### src/rtl/demux_pkg.sv
// Shared types and constants for the frame demultiplexer.
package demux_pkg;

    localparam int unsigned LANES  = 4;
    localparam int unsigned SLOT_W = 2;

    typedef logic [SLOT_W-1:0] slot_t;

    localparam slot_t SLOT_LAST = slot_t'(LANES - 1);

    localparam logic MODE_AUTO = 1'b0;
    localparam logic MODE_SEL  = 1'b1;

endpackage

### src/rtl/demux_frame_if.sv
// Input lane, control and fanned-out output lanes of the frame demultiplexer.
interface demux_frame_if #(
    parameter int unsigned WIDTH = 1,
    parameter int unsigned CNT_W = 8
);
    import demux_pkg::*;

    logic [WIDTH-1:0] din;
    logic             din_valid;
    logic             sel_mode;
    logic             s1;
    logic             s0;
    logic             clear;
    logic [WIDTH-1:0] d0;
    logic [WIDTH-1:0] d1;
    logic [WIDTH-1:0] d2;
    logic [WIDTH-1:0] d3;
    logic             frame_valid;
    slot_t            slot;
    logic [CNT_W-1:0] frame_cnt;

    modport master (
        output din, din_valid, sel_mode, s1, s0, clear,
        input  d0, d1, d2, d3, frame_valid, slot, frame_cnt
    );

    modport slave (
        input  din, din_valid, sel_mode, s1, s0, clear,
        output d0, d1, d2, d3, frame_valid, slot, frame_cnt
    );

endinterface

### src/rtl/demux_slot_ctr.sv
// Wrapping 2-bit slot counter with abort and a terminal-count strobe.
module demux_slot_ctr
    import demux_pkg::*;
(
    input  logic  clk,
    input  logic  rst_n,
    input  logic  abort,
    input  logic  advance,
    output slot_t slot,
    output logic  tc_c
);

    slot_t slot_q;
    slot_t slot_d;

    // Next slot: abort returns to 0, advance steps and wraps after the last slot.
    always_comb begin
        slot_d = slot_q;
        if (abort) begin
            slot_d = '0;
        end else if (advance) begin
            slot_d = slot_q + slot_t'(1);
        end
    end

    // Terminal count: last slot being filled this cycle.
    always_comb begin
        tc_c = advance && !abort && (slot_q == SLOT_LAST);
    end

    // Slot register.
    always_ff @(posedge clk) begin
        if (!rst_n) begin
            slot_q <= '0;
        end else begin
            slot_q <= slot_d;
        end
    end

    assign slot = slot_q;

endmodule

### src/rtl/demux_frame.sv
// 1-to-4 demultiplexer: round-robin framed or explicitly selected lane routing.
module demux_frame
    import demux_pkg::*;
#(
    parameter int unsigned WIDTH = 1,
    parameter int unsigned CNT_W = 8
) (
    input  logic        clk,
    input  logic        rst_n,
    demux_frame_if.slave bus
);

    logic [LANES-1:0][WIDTH-1:0] lane_q;
    logic [LANES-1:0][WIDTH-1:0] lane_d;
    logic [LANES-2:0][WIDTH-1:0] shadow_q;
    logic [LANES-2:0][WIDTH-1:0] shadow_d;
    logic                        frame_valid_q;
    logic                        frame_valid_d;
    logic [CNT_W-1:0]            frame_cnt_q;
    logic [CNT_W-1:0]            frame_cnt_d;
    logic [LANES-1:0]            lane_we;
    logic                        advance;
    logic                        abort;
    logic                        frame_done_c;
    slot_t                       slot;

    // Auto-mode slot stepping; clear or explicit mode discards any partial frame.
    always_comb begin
        advance = bus.din_valid && !bus.clear && (bus.sel_mode == MODE_AUTO);
        abort   = bus.clear || (bus.sel_mode == MODE_SEL);
    end

    demux_slot_ctr u_slot_ctr (
        .clk     (clk),
        .rst_n   (rst_n),
        .abort   (abort),
        .advance (advance),
        .slot    (slot),
        .tc_c    (frame_done_c)
    );

    // Explicit-select lane write-enable decode.
    always_comb begin
        lane_we = '0;
        case ({bus.s1, bus.s0})
            2'b00:   lane_we[0] = 1'b1;
            2'b01:   lane_we[1] = 1'b1;
            2'b10:   lane_we[2] = 1'b1;
            default: lane_we[3] = 1'b1;
        endcase
    end

    // Next-state for lanes, shadow words, frame pulse and frame counter.
    always_comb begin
        lane_d        = lane_q;
        shadow_d      = shadow_q;
        frame_valid_d = 1'b0;
        frame_cnt_d   = frame_cnt_q;
        if (!bus.clear && bus.din_valid) begin
            if (bus.sel_mode == MODE_SEL) begin
                if (lane_we[0]) lane_d[0] = bus.din;
                if (lane_we[1]) lane_d[1] = bus.din;
                if (lane_we[2]) lane_d[2] = bus.din;
                if (lane_we[3]) lane_d[3] = bus.din;
            end else if (frame_done_c) begin
                lane_d        = {bus.din, shadow_q};
                frame_valid_d = 1'b1;
                frame_cnt_d   = frame_cnt_q + CNT_W'(1);
            end else begin
                case (slot)
                    2'd0:    shadow_d[0] = bus.din;
                    2'd1:    shadow_d[1] = bus.din;
                    2'd2:    shadow_d[2] = bus.din;
                    default: ;
                endcase
            end
        end
    end

    // Datapath and status registers.
    always_ff @(posedge clk) begin
        if (!rst_n) begin
            lane_q        <= '0;
            shadow_q      <= '0;
            frame_valid_q <= 1'b0;
            frame_cnt_q   <= '0;
        end else begin
            lane_q        <= lane_d;
            shadow_q      <= shadow_d;
            frame_valid_q <= frame_valid_d;
            frame_cnt_q   <= frame_cnt_d;
        end
    end

    assign bus.d0          = lane_q[0];
    assign bus.d1          = lane_q[1];
    assign bus.d2          = lane_q[2];
    assign bus.d3          = lane_q[3];
    assign bus.frame_valid = frame_valid_q;
    assign bus.slot        = slot;
    assign bus.frame_cnt   = frame_cnt_q;

endmodule

### src/flat_wrapper.sv
// flat-port wrapper written by rule: the top's interface ports become plain ports
module demux_frame_flat import demux_pkg::*;
#(
    parameter int unsigned WIDTH = 1,
    parameter int unsigned CNT_W = 8
)
  (clk, rst_n, bus_din, bus_din_valid, bus_sel_mode, bus_s1, bus_s0, bus_clear, bus_d0, bus_d1, bus_d2, bus_d3, bus_frame_valid, bus_slot, bus_frame_cnt);
  demux_frame_if #(.WIDTH(WIDTH), .CNT_W(CNT_W)) bus_i ();
  input  logic clk;
  input  logic rst_n;
  input wire logic [$bits(bus_i.din)-1:0] bus_din;
  input wire logic [$bits(bus_i.din_valid)-1:0] bus_din_valid;
  input wire logic [$bits(bus_i.sel_mode)-1:0] bus_sel_mode;
  input wire logic [$bits(bus_i.s1)-1:0] bus_s1;
  input wire logic [$bits(bus_i.s0)-1:0] bus_s0;
  input wire logic [$bits(bus_i.clear)-1:0] bus_clear;
  output wire logic [$bits(bus_i.d0)-1:0] bus_d0;
  output wire logic [$bits(bus_i.d1)-1:0] bus_d1;
  output wire logic [$bits(bus_i.d2)-1:0] bus_d2;
  output wire logic [$bits(bus_i.d3)-1:0] bus_d3;
  output wire logic [$bits(bus_i.frame_valid)-1:0] bus_frame_valid;
  output wire logic [$bits(bus_i.slot)-1:0] bus_slot;
  output wire logic [$bits(bus_i.frame_cnt)-1:0] bus_frame_cnt;
  assign bus_i.din = bus_din;
  assign bus_i.din_valid = bus_din_valid;
  assign bus_i.sel_mode = bus_sel_mode;
  assign bus_i.s1 = bus_s1;
  assign bus_i.s0 = bus_s0;
  assign bus_i.clear = bus_clear;
  assign bus_d0 = bus_i.d0;
  assign bus_d1 = bus_i.d1;
  assign bus_d2 = bus_i.d2;
  assign bus_d3 = bus_i.d3;
  assign bus_frame_valid = bus_i.frame_valid;
  assign bus_slot = bus_i.slot;
  assign bus_frame_cnt = bus_i.frame_cnt;
  demux_frame #(.WIDTH(WIDTH), .CNT_W(CNT_W)) u_core (.clk(clk), .rst_n(rst_n), .bus(bus_i));
endmodule
### config.mk
export PLATFORM = sky130hd
export DESIGN_NAME = demux_frame_flat
export DESIGN_NICKNAME = d
export VERILOG_FILES = /design/src/rtl/demux_pkg.sv /design/src/rtl/demux_frame_if.sv /design/src/rtl/demux_slot_ctr.sv /design/src/rtl/demux_frame.sv /design/src/flat_wrapper.sv
export SDC_FILE = /design/constraint.sdc
export NUM_CORES = 1
export LEC_CHECK = 0
export ABC_AREA = 0
export ABC_CLOCK_PERIOD_IN_PS = 3400
export BUFFER_PORTS_ARGS = -buffer_cell sky130_fd_sc_hd__clkbuf_2
export CAP_MARGIN = 20
export CORE_MARGIN = 3
export CORE_UTILIZATION = 55
export DETAILED_ROUTE_END_ITERATION = 8
export PLACE_DENSITY = 0.79
export SKIP_CTS_REPAIR_TIMING = 1
export SLEW_MARGIN = 20
export SYNTH_ARGS = -nofsm -noshare
export SYNTH_HDL_FRONTEND = slang
export SYNTH_SLANG_ARGS = --single-unit
### constraint.sdc
create_clock -name clk -period 3.4 [get_ports clk]
set_input_delay 0.68 -clock clk [delete_from_list [all_inputs] [get_ports clk]]
set_output_delay 0.68 -clock clk [all_outputs]
set_load 0.02 [all_outputs]
==> impl_metrics.tcl, run 1 <==
set metrics [dict create \
    status "completed" \
    ant_nets 0 \
    hpwlAfterDp_um 1285 \
    synth_area_um2 928.4 \
    ys_seq_elements 18 \
    crit_path_max_fanout 10 \
    grtUsageMet1 0.2425 \
    worstPathCellList "ha_1 -> nand4bb_1 -> or4_1 -> a21oi_1" \
    num_vias 806 \
    antenna_found_initial 0 \
    overflow 0 \
    p_per_area_nw_per_um2 345.3 \
    crit_buf_inv 0 \
    cpMaxStageDelayCell "or4_1" \
    numCtsBuffers 3 \
    place_congestion 0.7644 \
    leakage_nw 0.4377 \
    hp-class "reg2reg" \
    nets 143 \
    core_um2 1541 \
    critPathLaunchType "flip-flop" \
    diodes 0 \
    routed_wl_um 1696 \
    area_delta_synth_final_pct 16.44 \
    synth-xor-area-share 0.01887 \
    ir_drop_uv 249.9 \
    timing.final.crit_share 0.5532 \
    fp.dieH_um 47.09 \
    final.setup.tns_ps 0 \
    critPathMaxStageDelay_ps 580 \
    grt_max_degree 16 \
    cts_sinks 18 \
    register_area_um2 360.3 \
    yosys.area_share.simple 0.2561 \
    rsz0062_at_grt "no" \
    pre_cts_ws_ps 1257 \
    finalClockSkew_ps 3.704 \
    ys_types 28 \
    drc 0 \
    clock_path_buffers 2 \
    ios 23 \
    tightest_slew_ps 423.2 \
    fin_crit_ps 1881 \
    grt_pass1_vias 711 \
    grt_use_total 0.1869 \
    drt-pass1-iter-count 4 \
    end_kind "flip-flop" \
    crit_family "simple AND/OR/NAND/NOR gates" \
    fillers 121 \
    setup_viol 0 \
    die-area_um2 2217 \
    vias_per_cell 5.559 \
    synth_top_family_by_area "simple AND/OR/NAND/NOR gates" \
    synth_area_per_cell_um2 8.758 \
    drive_gt1_frac 0.2403 \
    cts_root_buf "clkbuf_4" \
    yosys.area_share.adder 0.06739 \
    clock_latency_ps 290 \
    timing.final.ws_setup_ps 1519 \
    finalHoldViolCount 0 \
    multiInputGateArea_um2 524.3 \
    grt_util_met2 0.3089 \
    layout_common_cells "clkbuf_2, dfxtp_1, nand2_1, a21oi_1, mux2i_1" \
    synth_warnings 0 \
    cts_tree "built" \
    ys_seq_area_frac 0.3881 \
    wire_per_inst_um 11.70 \
    drv_slew 0 \
    max_cap_violations 0 \
    synthesis.nets 119 \
    fmax_mhz 531.7 \
    gr-max-usage-layer "met2" \
    drt_iter0_markers 20 \
    synth_compound_area_frac 0.08895 \
    portBuffers 22 \
    required_ps 3620 \
    fp-row-count 14 \
    start_util 0.6023 \
    htree_levels 1 \
    syn_inst 106 \
    crit_arrival_ps 2100 \
    synth.mux.area_fraction 0.1334 \
    layout_commonest_cell "clkbuf_2" \
    clk_pin_slew_ps 100 \
    crit_type "reg2reg" \
    grt_use_met3 0.03448 \
    slew_headroom 0.7153 \
    die-width_um 47.09 \
    grt_first_pass_wirelength_um 3001 \
]
## worst register-to-register path, stage by stage (launching register included)
cell	delay [ps]
dfxtp_1	430
ha_1	280
nand4bb_1	370
or4_1	590
a21oi_1	150
## area by class of cell
class                      instances  share of cell area
timing repair buffer              22              0.1019
tap                               16             0.01852
multi-input combinational         77              0.4850
clock buffer                       4             0.03356
inverter                           8             0.02778
sequential                        18              0.3333
## Yosys cell counts, drive strengths merged
| cell | count | share of area |
|---|---|---|
| dfxtp | 18 | 0.39 |
| nand2 | 13 | 0.053 |
| a21oi | 10 | 0.054 |
| mux2i | 9 | 0.097 |
| inv | 7 | 0.028 |
| nand3 | 6 | 0.032 |
| ha | 5 | 0.067 |
| nor2 | 5 | 0.020 |
| o21ai | 5 | 0.027 |
| mux2 | 3 | 0.036 |
| nand2b | 3 | 0.020 |
| or3 | 3 | 0.020 |
| buf | 2 | 0.011 |
| nand3b | 2 | 0.016 |
| nor4 | 2 | 0.013 |
| nor4b | 2 | 0.026 |
| clkbuf | 1 | 0.0040 |
| clkinv | 1 | 0.0040 |
| nand4 | 1 | 0.0067 |
| nand4bb | 1 | 0.012 |
| o31ai | 1 | 0.0081 |
| or2b | 1 | 0.0081 |
| or3b | 1 | 0.0094 |
| or4 | 1 | 0.0081 |
| or4b | 1 | 0.011 |
| xnor2 | 1 | 0.0094 |
| xor2 | 1 | 0.0094 |
## power breakdown
part | switching, mW | leakage, nW | internal (mW)
clock network | 0.0652 | 0.0210 | 0.0651
logic | 0.0177 | 0.272 | 0.0123
registers | 0.000933 | 0.145 | 0.212
total | 0.0838 | 0.438 | 0.289
## worst paths after layout
check                                         start                                   end  slack (ps)  depth (start not counted)
min reg2reg              u_core.bus.d2$_SDFFE_PN0P_            u_core.bus.d2$_SDFFE_PN0P_         460                          2
max reg2reg  u_core.u_slot_ctr.slot[0]$_SDFFE_PP0P_  u_core.bus.frame_cnt[5]$_SDFFE_PN0P_        1520                          4
min                      u_core.bus.d2$_SDFFE_PN0P_            u_core.bus.d2$_SDFFE_PN0P_         460                          2
max          u_core.u_slot_ctr.slot[0]$_SDFFE_PP0P_  u_core.bus.frame_cnt[5]$_SDFFE_PN0P_        1520                          4
## metrics by stage
| step | cells | hold WS, ps | utilization | total power [mW] | area [um2] |
|---|---|---|---|---|---|
| final | 145 | 463.3 | 0.7013 | 0.3733 | 1081 |
| after CTS | 145 | 466.6 | 0.7013 | 0.3753 | 1081 |
| after floorplan | 106 | 451.4 | - | 0.2363 | 928.4 |
| after global placement | 141 | 443.5 | 0.6778 | 0.2468 | 1045 |
| after detailed placement | 141 | 445.2 | 0.6778 | 0.2477 | 1045 |
| after global routing | 145 | 483.7 | 0.7013 | 0.3908 | 1081 |
## routing by layer
metal	vias up	wire, um
met5	-	0
met4	0	14
met3	2	77
met2	21	814
met1	366	789
li1	417	-
## cells by family (layout without fill, tap and decap cells)
group / count (synthesis) / count (layout)
AND/OR/NAND/NOR: 42 / 42
flip-flops: 18 / 18
AO/OA/AOI/OAI: 16 / 16
multiplexers: 12 / 12
buffers and inverters: 11 / 34
adder cells (fa/ha/maj): 5 / 5
XOR/XNOR: 2 / 2
## state kept, by name (all words and copies together), names as in the netlist
signal / cells
u_core.bus.d3: 1
u_core.bus.d0: 1
u_core.bus.frame_valid: 1
u_core.bus.frame_cnt: 8
u_core.bus.d2: 1
u_core.u_slot_ctr.slot: 2
u_core.bus.d1: 1
u_core.shadow_q: 3
Power figures use the tool's default switching activity.
==> run 2, diff against run 1 <==
--- a/config.mk
+++ b/config.mk
@@ -6,13 +6,13 @@
 export NUM_CORES = 1
 export LEC_CHECK = 0
 export ABC_AREA = 0
-export ABC_CLOCK_PERIOD_IN_PS = 3400
+export ABC_CLOCK_PERIOD_IN_PS = 1700
 export BUFFER_PORTS_ARGS = -buffer_cell sky130_fd_sc_hd__clkbuf_2
 export CAP_MARGIN = 20
 export CORE_MARGIN = 3
-export CORE_UTILIZATION = 55
+export CORE_UTILIZATION = 46
 export DETAILED_ROUTE_END_ITERATION = 8
-export PLACE_DENSITY = 0.79
+export PLACE_DENSITY = 0.7
 export SKIP_CTS_REPAIR_TIMING = 1
 export SLEW_MARGIN = 20
 export SYNTH_ARGS = -nofsm -noshare
==> constraint.sdc (replaced) <==
create_clock -name clk -period 1.7 [get_ports clk]
set_input_delay 0.34 -clock clk [delete_from_list [all_inputs] [get_ports clk]]
set_output_delay 0.34 -clock clk [all_outputs]
set_load 0.02 [all_outputs]
==> run 2 against run 1 <==
  * Via count is 3.7% higher
  * Critical path depth did not move
  * Sequential cell count is the same
  * Maximum frequency rose by 21%
  * Non-clock buffer count is 5 higher
  * Sequential power up 100%
  * Global-route usage shrank 3.2 points
  * Setup slack worse by 1400 ps
  * Largest cell class unchanged
  * Largest power group unchanged
==> impl_metrics.tcl, run 2 (synthesized netlist as in run 1, its figures left out) <==
set metrics [dict create \
    overflow 0 \
    hp-class "in2reg" \
    htree_levels 1 \
    layout_common_cells "clkbuf_2, dfxtp_1, nand2_1, a21oi_1, mux2i_1" \
    critPathLaunchType "flip-flop" \
    grt_use_total 0.1553 \
    register_area_um2 360.3 \
    tightest_slew_ps 414.0 \
    grt_max_degree 16 \
    clk_pin_slew_ps 110 \
    vias_per_cell 5.258 \
    finalClockSkew_ps 4.317 \
    fin_crit_ps 1556 \
    area_delta_synth_final_pct 21.70 \
    required_ps 1930 \
    die-area_um2 2593 \
    num_vias 836 \
    ant_nets 0 \
    slew_headroom 0.7201 \
    drt-pass1-iter-count 4 \
    final.setup.tns_ps 0 \
    leakage_nw 0.4623 \
    drv_slew 0 \
    fp-row-count 15 \
    drc 0 \
    portBuffers 22 \
    crit_type "reg2reg" \
    ir_drop_uv 463.9 \
    clock_latency_ps 290 \
    p_per_area_nw_per_um2 670.0 \
    ios 23 \
    fillers 169 \
    cts_sinks 18 \
    crit_path_max_fanout 5 \
    cts_tree "built" \
    design_area_um2 1130 \
    grt_first_pass_wirelength_um 3160 \
    startpoint "u_core.u_slot_ctr.slot[1]$_SDFFE_PP0P_" \
    routed_wl_um 1815 \
    die-width_um 50.93 \
    multiInputGateArea_um2 524.3 \
    fp.dieH_um 50.93 \
    drive_gt1_frac 0.2687 \
    timing.final.ws_setup_ps 144.3 \
    max_cap_violations 0 \
    numCtsBuffers 3 \
    drt_iter0_markers 9 \
    place_area_um2 1094 \
    clock_path_buffers 2 \
    end_kind "flip-flop" \
    nets 148 \
    fmax_mhz 642.8 \
    hpwlAfterDp_um 1454 \
    setup_viol 0 \
    core_um2 1821 \
    hold_ws_ps 352.1 \
    pre_cts_ws_ps 167.0 \
    place_congestion 0.6972 \
    worstHoldStart "bus_din" \
    crit_arrival_ps 1790 \
    layout_commonest_cell "clkbuf_2" \
    finalHoldViolCount 0 \
    cts_root_buf "clkbuf_4" \
    start_util 0.5100 \
    rr_startpoint "u_core.u_slot_ctr.slot[1]$_SDFFE_PP0P_" \
    diodes 0 \
    status "completed" \
    largest_reg_flops 8 \
    timing.final.crit_share 0.9151 \
    wire_per_inst_um 11.42 \
    rsz0062_at_grt "no" \
    grt_pass1_vias 748 \
    antenna_found_initial 0 \
]
## run 2: report_power, final
group	internal (mW)	switching (mW)
logic	0.0287	0.0372
clock network	0.131	0.135
registers	0.424	0.00114
## run 2: per-layer routing
metal	vias to the layer above	GRT usage	part of all wire
li1	426	-	-
met1	379	0.1892	0.46
met2	29	0.2725	0.48
met3	2	0.03499	0.049
met4	0	0.04036	0.0094
met5	-	0	0
## run 2: worst paths after layout
path / slack [ps] / depth (start not counted) / endpoint
max reg2reg: 140 / 4 / u_core.bus.frame_cnt[5]$_SDFFE_PN0P_
min reg2reg: 460 / 2 / u_core.bus.d0$_SDFFE_PN0P_
min: 350 / 3 / u_core.shadow_q[1]$_SDFFE_PN0P_
max: 140 / 4 / u_core.bus.frame_cnt[5]$_SDFFE_PN0P_
## run 2: through the flow
stage | utilization | cells | total power, mW
floorplan | - | 106 | 0.4727
global placement | 0.6007 | 155 | 0.4988
detailed placement | 0.6007 | 155 | 0.5011
CTS | 0.6206 | 159 | 0.7588
global route | 0.6206 | 159 | 0.7830
finish | 0.6206 | 159 | 0.7570
## run 2: worst max-delay path, stage by stage (launching register included)
cell and delay [ps]:
dfxtp_1 360, ha_1 250, nand4bb_1 220, or4_1 520, a21oi_1 140
## run 2: final cells by class
class | count | area share
clock buffers | 4 | 0.03212
flip-flops and latches | 18 | 0.3189
repair buffers | 27 | 0.1307
well taps | 25 | 0.02769
inverters | 8 | 0.02658
multi-input cells | 77 | 0.4640
